## src/rtl/nonce_reporter.sv

```systemverilog
// Golden-nonce reporter: queues nonces from the miner core and streams framed bytes downstream.
// Optional build macro NONCE_REPORTER_CHECKSUM_EN appends an XOR checksum byte to each frame.
//
// state | meaning
// IDLE  | no frame in progress; pops the FIFO head when one is queued
// SEND  | presenting frame bytes on tx_data/tx_valid, advancing on tx_ready
module nonce_reporter #(
    parameter int         FIFO_DEPTH_LOG2 = 2,
    parameter logic [7:0] SYNC_BYTE       = 8'hA5
) (
    input  logic        hash_clk,
    input  logic        reset_n,
    input  logic        golden_nonce_valid,
    input  logic [31:0] golden_nonce,
    output logic [7:0]  tx_data,
    output logic        tx_valid,
    input  logic        tx_ready,
    output logic        busy,
    output logic [15:0] drop_count
);

    localparam int DEPTH = 1 << FIFO_DEPTH_LOG2;
`ifdef NONCE_REPORTER_CHECKSUM_EN
    localparam logic [2:0] LAST_IDX = 3'd5;
`else
    localparam logic [2:0] LAST_IDX = 3'd4;
`endif

    typedef enum logic {IDLE, SEND} state_t;

    state_t                 state;
    logic [2:0]             byte_idx;
    logic [31:0]            frame;
    logic [15:0]            drop_cnt;
    logic [31:0]            fifo_mem [DEPTH];
    logic [FIFO_DEPTH_LOG2:0] wr_ptr;
    logic [FIFO_DEPTH_LOG2:0] rd_ptr;
    logic                   fifo_empty;
    logic                   fifo_full;
    logic                   push;
    logic                   drop;
    logic                   pop;

    function automatic logic [7:0] frame_byte(input logic [31:0] f, input logic [2:0] i);
        logic [7:0] b;
        case (i)
            3'd0:    b = SYNC_BYTE;
            3'd1:    b = f[31:24];
            3'd2:    b = f[23:16];
            3'd3:    b = f[15:8];
            3'd4:    b = f[7:0];
`ifdef NONCE_REPORTER_CHECKSUM_EN
            3'd5:    b = f[31:24] ^ f[23:16] ^ f[15:8] ^ f[7:0];
`endif
            default: b = 8'h00;
        endcase
        return b;
    endfunction

    // Extra pointer MSB separates full (MSBs differ) from empty (pointers equal).
    assign fifo_empty = (wr_ptr == rd_ptr);
    assign fifo_full  = (wr_ptr[FIFO_DEPTH_LOG2] != rd_ptr[FIFO_DEPTH_LOG2]) &&
                        (wr_ptr[FIFO_DEPTH_LOG2-1:0] == rd_ptr[FIFO_DEPTH_LOG2-1:0]);

    // Full is judged before any same-cycle pop, so a pop never makes room for this push.
    assign push = golden_nonce_valid && !fifo_full;
    assign drop = golden_nonce_valid && fifo_full;
    assign pop  = (state == IDLE) && !fifo_empty;

    assign busy       = !fifo_empty || (state == SEND);
    assign drop_count = drop_cnt;

    always_ff @(posedge hash_clk) begin
        if (push) begin
            fifo_mem[wr_ptr[FIFO_DEPTH_LOG2-1:0]] <= golden_nonce;
        end
    end

    always_ff @(posedge hash_clk) begin
        if (!reset_n) begin
            wr_ptr   <= '0;
            rd_ptr   <= '0;
            drop_cnt <= 16'h0000;
        end else begin
            if (push) begin
                wr_ptr <= wr_ptr + 1'b1;
            end
            if (pop) begin
                rd_ptr <= rd_ptr + 1'b1;
            end
            if (drop && (drop_cnt != 16'hFFFF)) begin
                drop_cnt <= drop_cnt + 16'd1;
            end
        end
    end

    always_ff @(posedge hash_clk) begin
        if (!reset_n) begin
            state    <= IDLE;
            byte_idx <= 3'd0;
            frame    <= 32'h0;
            tx_valid <= 1'b0;
            tx_data  <= 8'h00;
        end else begin
            case (state)
                IDLE: begin
                    if (pop) begin
                        frame    <= fifo_mem[rd_ptr[FIFO_DEPTH_LOG2-1:0]];
                        byte_idx <= 3'd0;
                        state    <= SEND;
                    end
                end
                SEND: begin
                    if (!tx_valid) begin
                        tx_valid <= 1'b1;
                        tx_data  <= frame_byte(frame, byte_idx);
                    end else if (tx_ready) begin
                        if (byte_idx == LAST_IDX) begin
                            tx_valid <= 1'b0;
                            tx_data  <= 8'h00;
                            state    <= IDLE;
                        end else begin
                            byte_idx <= byte_idx + 3'd1;
                            tx_data  <= frame_byte(frame, byte_idx + 3'd1);
                        end
                    end
                end
                default: state <= IDLE;
            endcase
        end
    end

endmodule

```

## config.mk

```make
export PLATFORM = sky130hd
export DESIGN_NAME = nonce_reporter
export DESIGN_NICKNAME = d
export VERILOG_FILES = /design/src/rtl/nonce_reporter.sv
export SDC_FILE = /design/constraint.sdc
export NUM_CORES = 1
export LEC_CHECK = 0
export ABC_AREA = 0
export BUFFER_PORTS_ARGS = -buffer_cell sky130_fd_sc_hd__buf_2
export CAP_MARGIN = 5
export CORE_ASPECT_RATIO = 1.1
export CORE_MARGIN = 8
export CORE_UTILIZATION = 44
export DETAILED_ROUTE_END_ITERATION = 8
export GPL_TIMING_DRIVEN = 0
export HOLD_SLACK_MARGIN = 0.1
export PLACE_DENSITY = 0.74
export SLEW_MARGIN = 25
export SYNTH_ARGS = -nofsm -noshare
export SYNTH_HDL_FRONTEND = slang
export SYNTH_SLANG_ARGS = --single-unit
```

## constraint.sdc

```tcl
create_clock -name hash_clk -period 2.37 [get_ports hash_clk]
set_input_delay 0.5925 -clock hash_clk [delete_from_list [all_inputs] [get_ports hash_clk]]
set_output_delay 0.5925 -clock hash_clk [all_outputs]
set_load 0.01 [all_outputs]
```

* Word-level counts from Yosys, hierarchy flattened *
Memories as Yosys holds them, arrays and structs flattened. A register that Yosys moved wholly into a read port is not among the register bits.
Cells that the tools add are included.

word-level totals
  register bits after elaboration = 35
  bits in writable memories = 128
  input bits = 36
  output and inout bits = 26
  word-level logic and storage cells = 61
  memories = 1

operators by class
  $add $sub $neg = 4
  equal/unequal tests = 17
  mux-type cells = 17
  bitwise gates (word level) = 1
  reductions and logical operators = 14

memories
  name      depth  width  read ports  clocked after Yosys merged registers in  wr ports  RTL line  source
  fifo_mem  4      32     1           1                                        1         35        logic [31:0] fifo_mem [DEPTH];

operator list
  kind                                                                     count
  8-bit case mux with 5 select lines                                       2
  8-bit 2-to-1 mux                                                         3
  16-bit by 1-bit adder with 16-bit output, second input constant          1
  16-bit inequality test, second input constant                            1
  3-bit by 2-bit equality test with 1-bit output, second input constant    4
  3-bit 2-to-1 mux                                                         4
  3-bit by 1-bit adder with 3-bit output, second input constant            3
  2-bit inequality test, second input constant                             4
  3-bit by 1-bit equality test with 1-bit output, second input constant    2
  3-bit equality test, second input constant                               2
  3-bit zero test                                                          2
  1-bit 2-to-1 mux                                                         6
  3-bit case mux with 2 select lines                                       1
  1-bit logical AND                                                        5
  2-bit AND reduction                                                      2
  4-bit AND reduction                                                      1
  3-bit equality test                                                      1
  1-bit zero test                                                          3
  2-bit equality test                                                      1
  2-bit by 1-bit inequality test with 1-bit output, second input constant  1
  1-bit case mux with 2 select lines                                       1
  1-bit logical OR                                                         1
  1-bit inequality test                                                    1
  1-bit inverter                                                           1

* Depth between registers and ports, before layout *
  depth in word-level cells = 6
  gate-level depth with buffers = 8
  mapped depth without buffers = 7

* Worst setup path after synthesis *
Ideal clock, no wire load.

  path kind = reg-to-reg
  start = register rd_ptr[1]
  end = memory fifo_mem[3][0] (enable)
  library setup time = 0.394 ns
  arrival time = 1.874 ns
  required time = 1.976 ns
  path slack = 0.103 ns
  stages on the path, launching flop included = 5
  buffers on the path = 1
  clock period less this slack = 2.267 ns
  path through = dfxtp_1 clkbuf_8 xor2_1 o31a_1 and2_1

between the ends
  cells in the longest elaborated chain, start to end = 6

ends and longest elaborated chain
  what                                    RTL line  source
  start, declared                         37        logic [FIFO_DEPTH_LOG2:0] rd_ptr;
  start signal, assigned                  89        rd_ptr <= rd_ptr + 1'b1;
  2-bit equality test                     63        (wr_ptr[FIFO_DEPTH_LOG2-1:0] == rd_ptr[FIFO_DEPTH_LOG2-1:0]);
  1-bit logical AND                       62        assign fifo_full = (wr_ptr[FIFO_DEPTH_LOG2] != rd_ptr[FIFO_DEPTH_LOG2]) &&
  1-bit zero test                         66        assign push = golden_nonce_valid && !fifo_full;
  1-bit logical AND                       66
  1-bit 2-to-1 mux                        74        if (push) begin
  1-bit 2-to-1 mux (implied by the code)  75        fifo_mem[wr_ptr[FIFO_DEPTH_LOG2-1:0]] <= golden_nonce;
  end, declared                           35

Every way passes these cells.

* Final worst setup path *
  start = register rd_ptr[1]
  end = memory fifo_mem[2][3] (enable)

Same word-level chain as after synthesis.

==> results.ini <==
[yosys]
synth.top_cell.area_share_pct = 48.3
synth_nets = 635
ys_seq_area_share_pct = 65.1
synth.area.top_cells = edfxtp_1, dfxtp_1, mux4_2
syn_avg_cell_area_um2 = 13.6
synth_edf_count = 128
yosysWarnings = 0
syn_inst = 587
ys_async_sr_fraction_pct = 0
synth.distinct_cells = 52
synth_seq_cells = 195
synth_top_cell_by_area = edfxtp_1
netlist_area_um2 = 7960
synth_top_flop_cell = edfxtp_1

[sta]
maxSlewViolCount = 0
setup_viol = 0
worst_slew_pin_slew_ns = 0.736
fin_crit_sh_pct = 94.8
tns_ns = 0
clock_skew_ns = 0.00961
hold_violations = 0
rsz0062_at_grt = false
maxSlewHeadroom_pct = 50.7
fmax_mhz = 445
min_period_ns = 2.25

[worst_setup_path]
cp-startpoint = rd_ptr[1]$_SDFFE_PN0P_
critical_path_buf_inv_count = 2
slowest_stage = and2_2
cp.required_ns = 2.51
arrival_ns = 2.38
worstSetupStartpointType = register
worstSetupPathType = reg2reg
cp-end-kind = register
slowest_delay_ns = 0.45
cp_max_fo = 23
rr_startpoint = rd_ptr[1]$_SDFFE_PN0P_
worstPathCellList = clkbuf_8, xor2_1, o31a_1, and2_2, buf_12
crit_family = simple AND/OR/NAND/NOR gates

[clocking]
htreeDepth = 4
cts_hold_buffers = 0
cts.sinks = 195
cts_buffers = 17
clk_path_buf_depth = 2
cts_tree = yes
worstSkewPairLatency_ns = 0.44
cts-root-buf = clkbuf_16
clk_pin_slew_ns = 0.07

[drt]
drc = 0
wirelength_mm = 17.2
drt_iter0_markers = 460
post_drt_wl_per_cell_um = 18.6
firstDrtPassIters = 7
ant_nets = 0
vias_per_cell = 5.48
dr_total_vias = 5060

[placed_design]
dp.cells = 890
place_area_um2 = 8650
dp_hpwl_mm = 12.5
gp_congestion = 0.871
port_buffers = 61

[floorplanning]
pin_count = 62
fp-row-count = 51
die-area_um2 = 22700
core_region_area_um2 = 17700
initial_core_util_pct = 44.9
die_h_um = 157
die_w_um = 144

[hold_path]
hold_start = golden_nonce[26]
hold_class = in2reg

[layout]
fin_nets = 720
multi_input_area_um2 = 2590
drive_gt1_share_pct = 22.0
fin_area_um2 = 9230
antenna_cells = 0
stdcell_count = 923
register_area_um2 = 5180
n_fill_cell = 1504
syn_to_final_growth_pct = 15.9

[global_route]
use_met2_pct = 26.9
overflow = 0
grt_max_degree = 25
grt.busiest_layer = met2
grtUsageMet1_pct = 19.1
grt_use_met3_pct = 3.76
grt_pass1_wl_mm = 27.3
antenna_found_initial = 1
grt_usage_pct = 16.1
grt_pass1_vias = 5168

[power_and_ir_drop]
power_frac_seq_pct = 48.3
p_per_area_nw_per_um2 = 970
internal_power_mw = 6.29
power.share.combinational_pct = 21.5
ir_drop_v = 0.000529
pwr-share-clk_pct = 30.2
switchingPower_mw = 2.66
p_leak_nw = 3.10
p_sw_share_pct = 29.7
p_total_mw = 8.95

[run]
drv_cap = 0

[status]
outcome = completed

==> layout by cell type, fill, tap and decap left out, types with 2 or more instances in the layout <==
master | Yosys | routed
inv_1 | 9 | 9
a22o_1 | 2 | 2
a22oi_1 | 10 | 10
edfxtp_1 | 128 | 128
inv_6 | 0 | 3
clkbuf_1 | 25 | 24
ha_1 | 12 | 12
o211ai_1 | 2 | 2
and2_2 | 0 | 4
xnor2_2 | 2 | 2
nand4_1 | 6 | 6
a31oi_1 | 4 | 4
o21ai_0 | 21 | 21
a311oi_1 | 4 | 4
nor2_1 | 24 | 24
buf_4 | 1 | 2
mux2i_1 | 4 | 4
xnor2_1 | 11 | 11
nand2b_1 | 6 | 6
buf_12 | 0 | 4
o31a_1 | 2 | 2
and3_1 | 3 | 3
a21oi_1 | 66 | 65
a222oi_1 | 2 | 2
nor4_1 | 6 | 6
a32oi_1 | 4 | 4
nand3_1 | 10 | 10
a221oi_1 | 2 | 2
mux4_2 | 32 | 32
clkbuf_2 | 0 | 2
dfxtp_1 | 67 | 67
clkinvlp_4 | 0 | 6
nand2_1 | 84 | 84
buf_2 | 3 | 64
clkbuf_8 | 2 | 2
xor2_1 | 5 | 5
clkinv_2 | 0 | 3
a211oi_1 | 4 | 4
clkbuf_16 | 0 | 17
==> synth_stat cells, types with 3 or more instances <==
master / instances
a211oi_1: 4
a21oi_1: 66
a22oi_1: 10
a311oi_1: 4
a31oi_1: 4
a32oi_1: 4
and2_1: 5
and3_1: 3
buf_2: 3
clkbuf_1: 25
dfxtp_1: 67
edfxtp_1: 128
ha_1: 12
inv_1: 9
mux2i_1: 4
mux4_2: 32
nand2_1: 84
nand2b_1: 6
nand3_1: 10
nand4_1: 6
nor2_1: 24
nor4_1: 6
o21ai_0: 21
xnor2_1: 11
xor2_1: 5
==> per-stage QoR <==
step / hold WS (ns) / setup slack, ns / util (%)
after CTS: 0.351 / 0.118 / 52.0
after detailed placement: 0.466 / -0.0163 / 48.8
after floorplan: 0.446 / 0.103 / -
final: 0.366 / 0.123 / 52.0
after global placement: 0.460 / -0.613 / 48.3
after global routing: 0.356 / 0.0229 / 52.0
==> layer usage <==
metal / part of all wire, % / wire length (um) / up-vias
met5: 0.046 / 8 / -
met4: 3.4 / 586 / 2
met3: 5.8 / 1000 / 32
met2: 49 / 8490 / 155
met1: 41 / 7120 / 2477
li1: - / - / 2394
==> worst paths after layout <==
check	to	slack, ns	depth (start not counted)
max	fifo_mem[2][3]$_DFFE_PP_	0.12	5
min	fifo_mem[0][26]$_DFFE_PP_	0.37	1
max reg2reg	fifo_mem[2][3]$_DFFE_PP_	0.12	5
min reg2reg	frame[30]$_SDFFE_PN0P_	0.48	2
==> flip-flops by register name, indices dropped and copies added (netlist names) <==
signal and count:
drop_count 16, rd_ptr 3, byte_idx 3, frame 32, wr_ptr 3, fifo_mem 128, state 1, tx_data 8
tx_valid 1
==> area by class of cell <==
type / count / share of cell area, %
Multi-Input combinational cell: 349 / 28.1
Buffer: 34 / 1.84
Tap cell: 238 / 3.23
Inverter: 9 / 0.366
Clock buffer: 18 / 4.65
Sequential cell: 195 / 56.2
Clock inverter: 14 / 1.38
Timing Repair Buffer: 66 / 4.26
==> repair_timing <==
action,4_1_cts,5_1_grt
resized for setup,0,6
pin swaps,1,0
buffers inserted,1,0
setup endpoints to repair,4,7
cloned,0,0
==> worst reg2reg max path: stages, from the launching register on <==
cell and delay [ns]:
dfxtp_1 0.34, clkbuf_8 0.19, xor2_1 0.37, o31a_1 0.34
and2_2 0.46, buf_12 0.25
==> power groups by stage <==
stage               sequential [mW]  clock [mW]  combinational, mW
detailed placement             4.40           0               1.93
global route                   4.36        2.88               2.14
finish                         4.32        2.70               1.93
CTS                            4.32        2.75               1.95
global placement               4.38           0               1.85
floorplan                      4.31           0               1.36
==> cells by family after synthesis <==
group                      Yosys count  share of synthesized area (%)
adders and majority gates           12                           1.89
buffers and inverters               43                           2.53
muxes                               36                           9.55
xor gates and xnor gates            19                           2.37
DFF                                195                           65.1
AOI/OAI and AO/OA                  128                           9.63
and+or+nand+nor                    154                           8.92
Power figures use the tool's default switching activity.
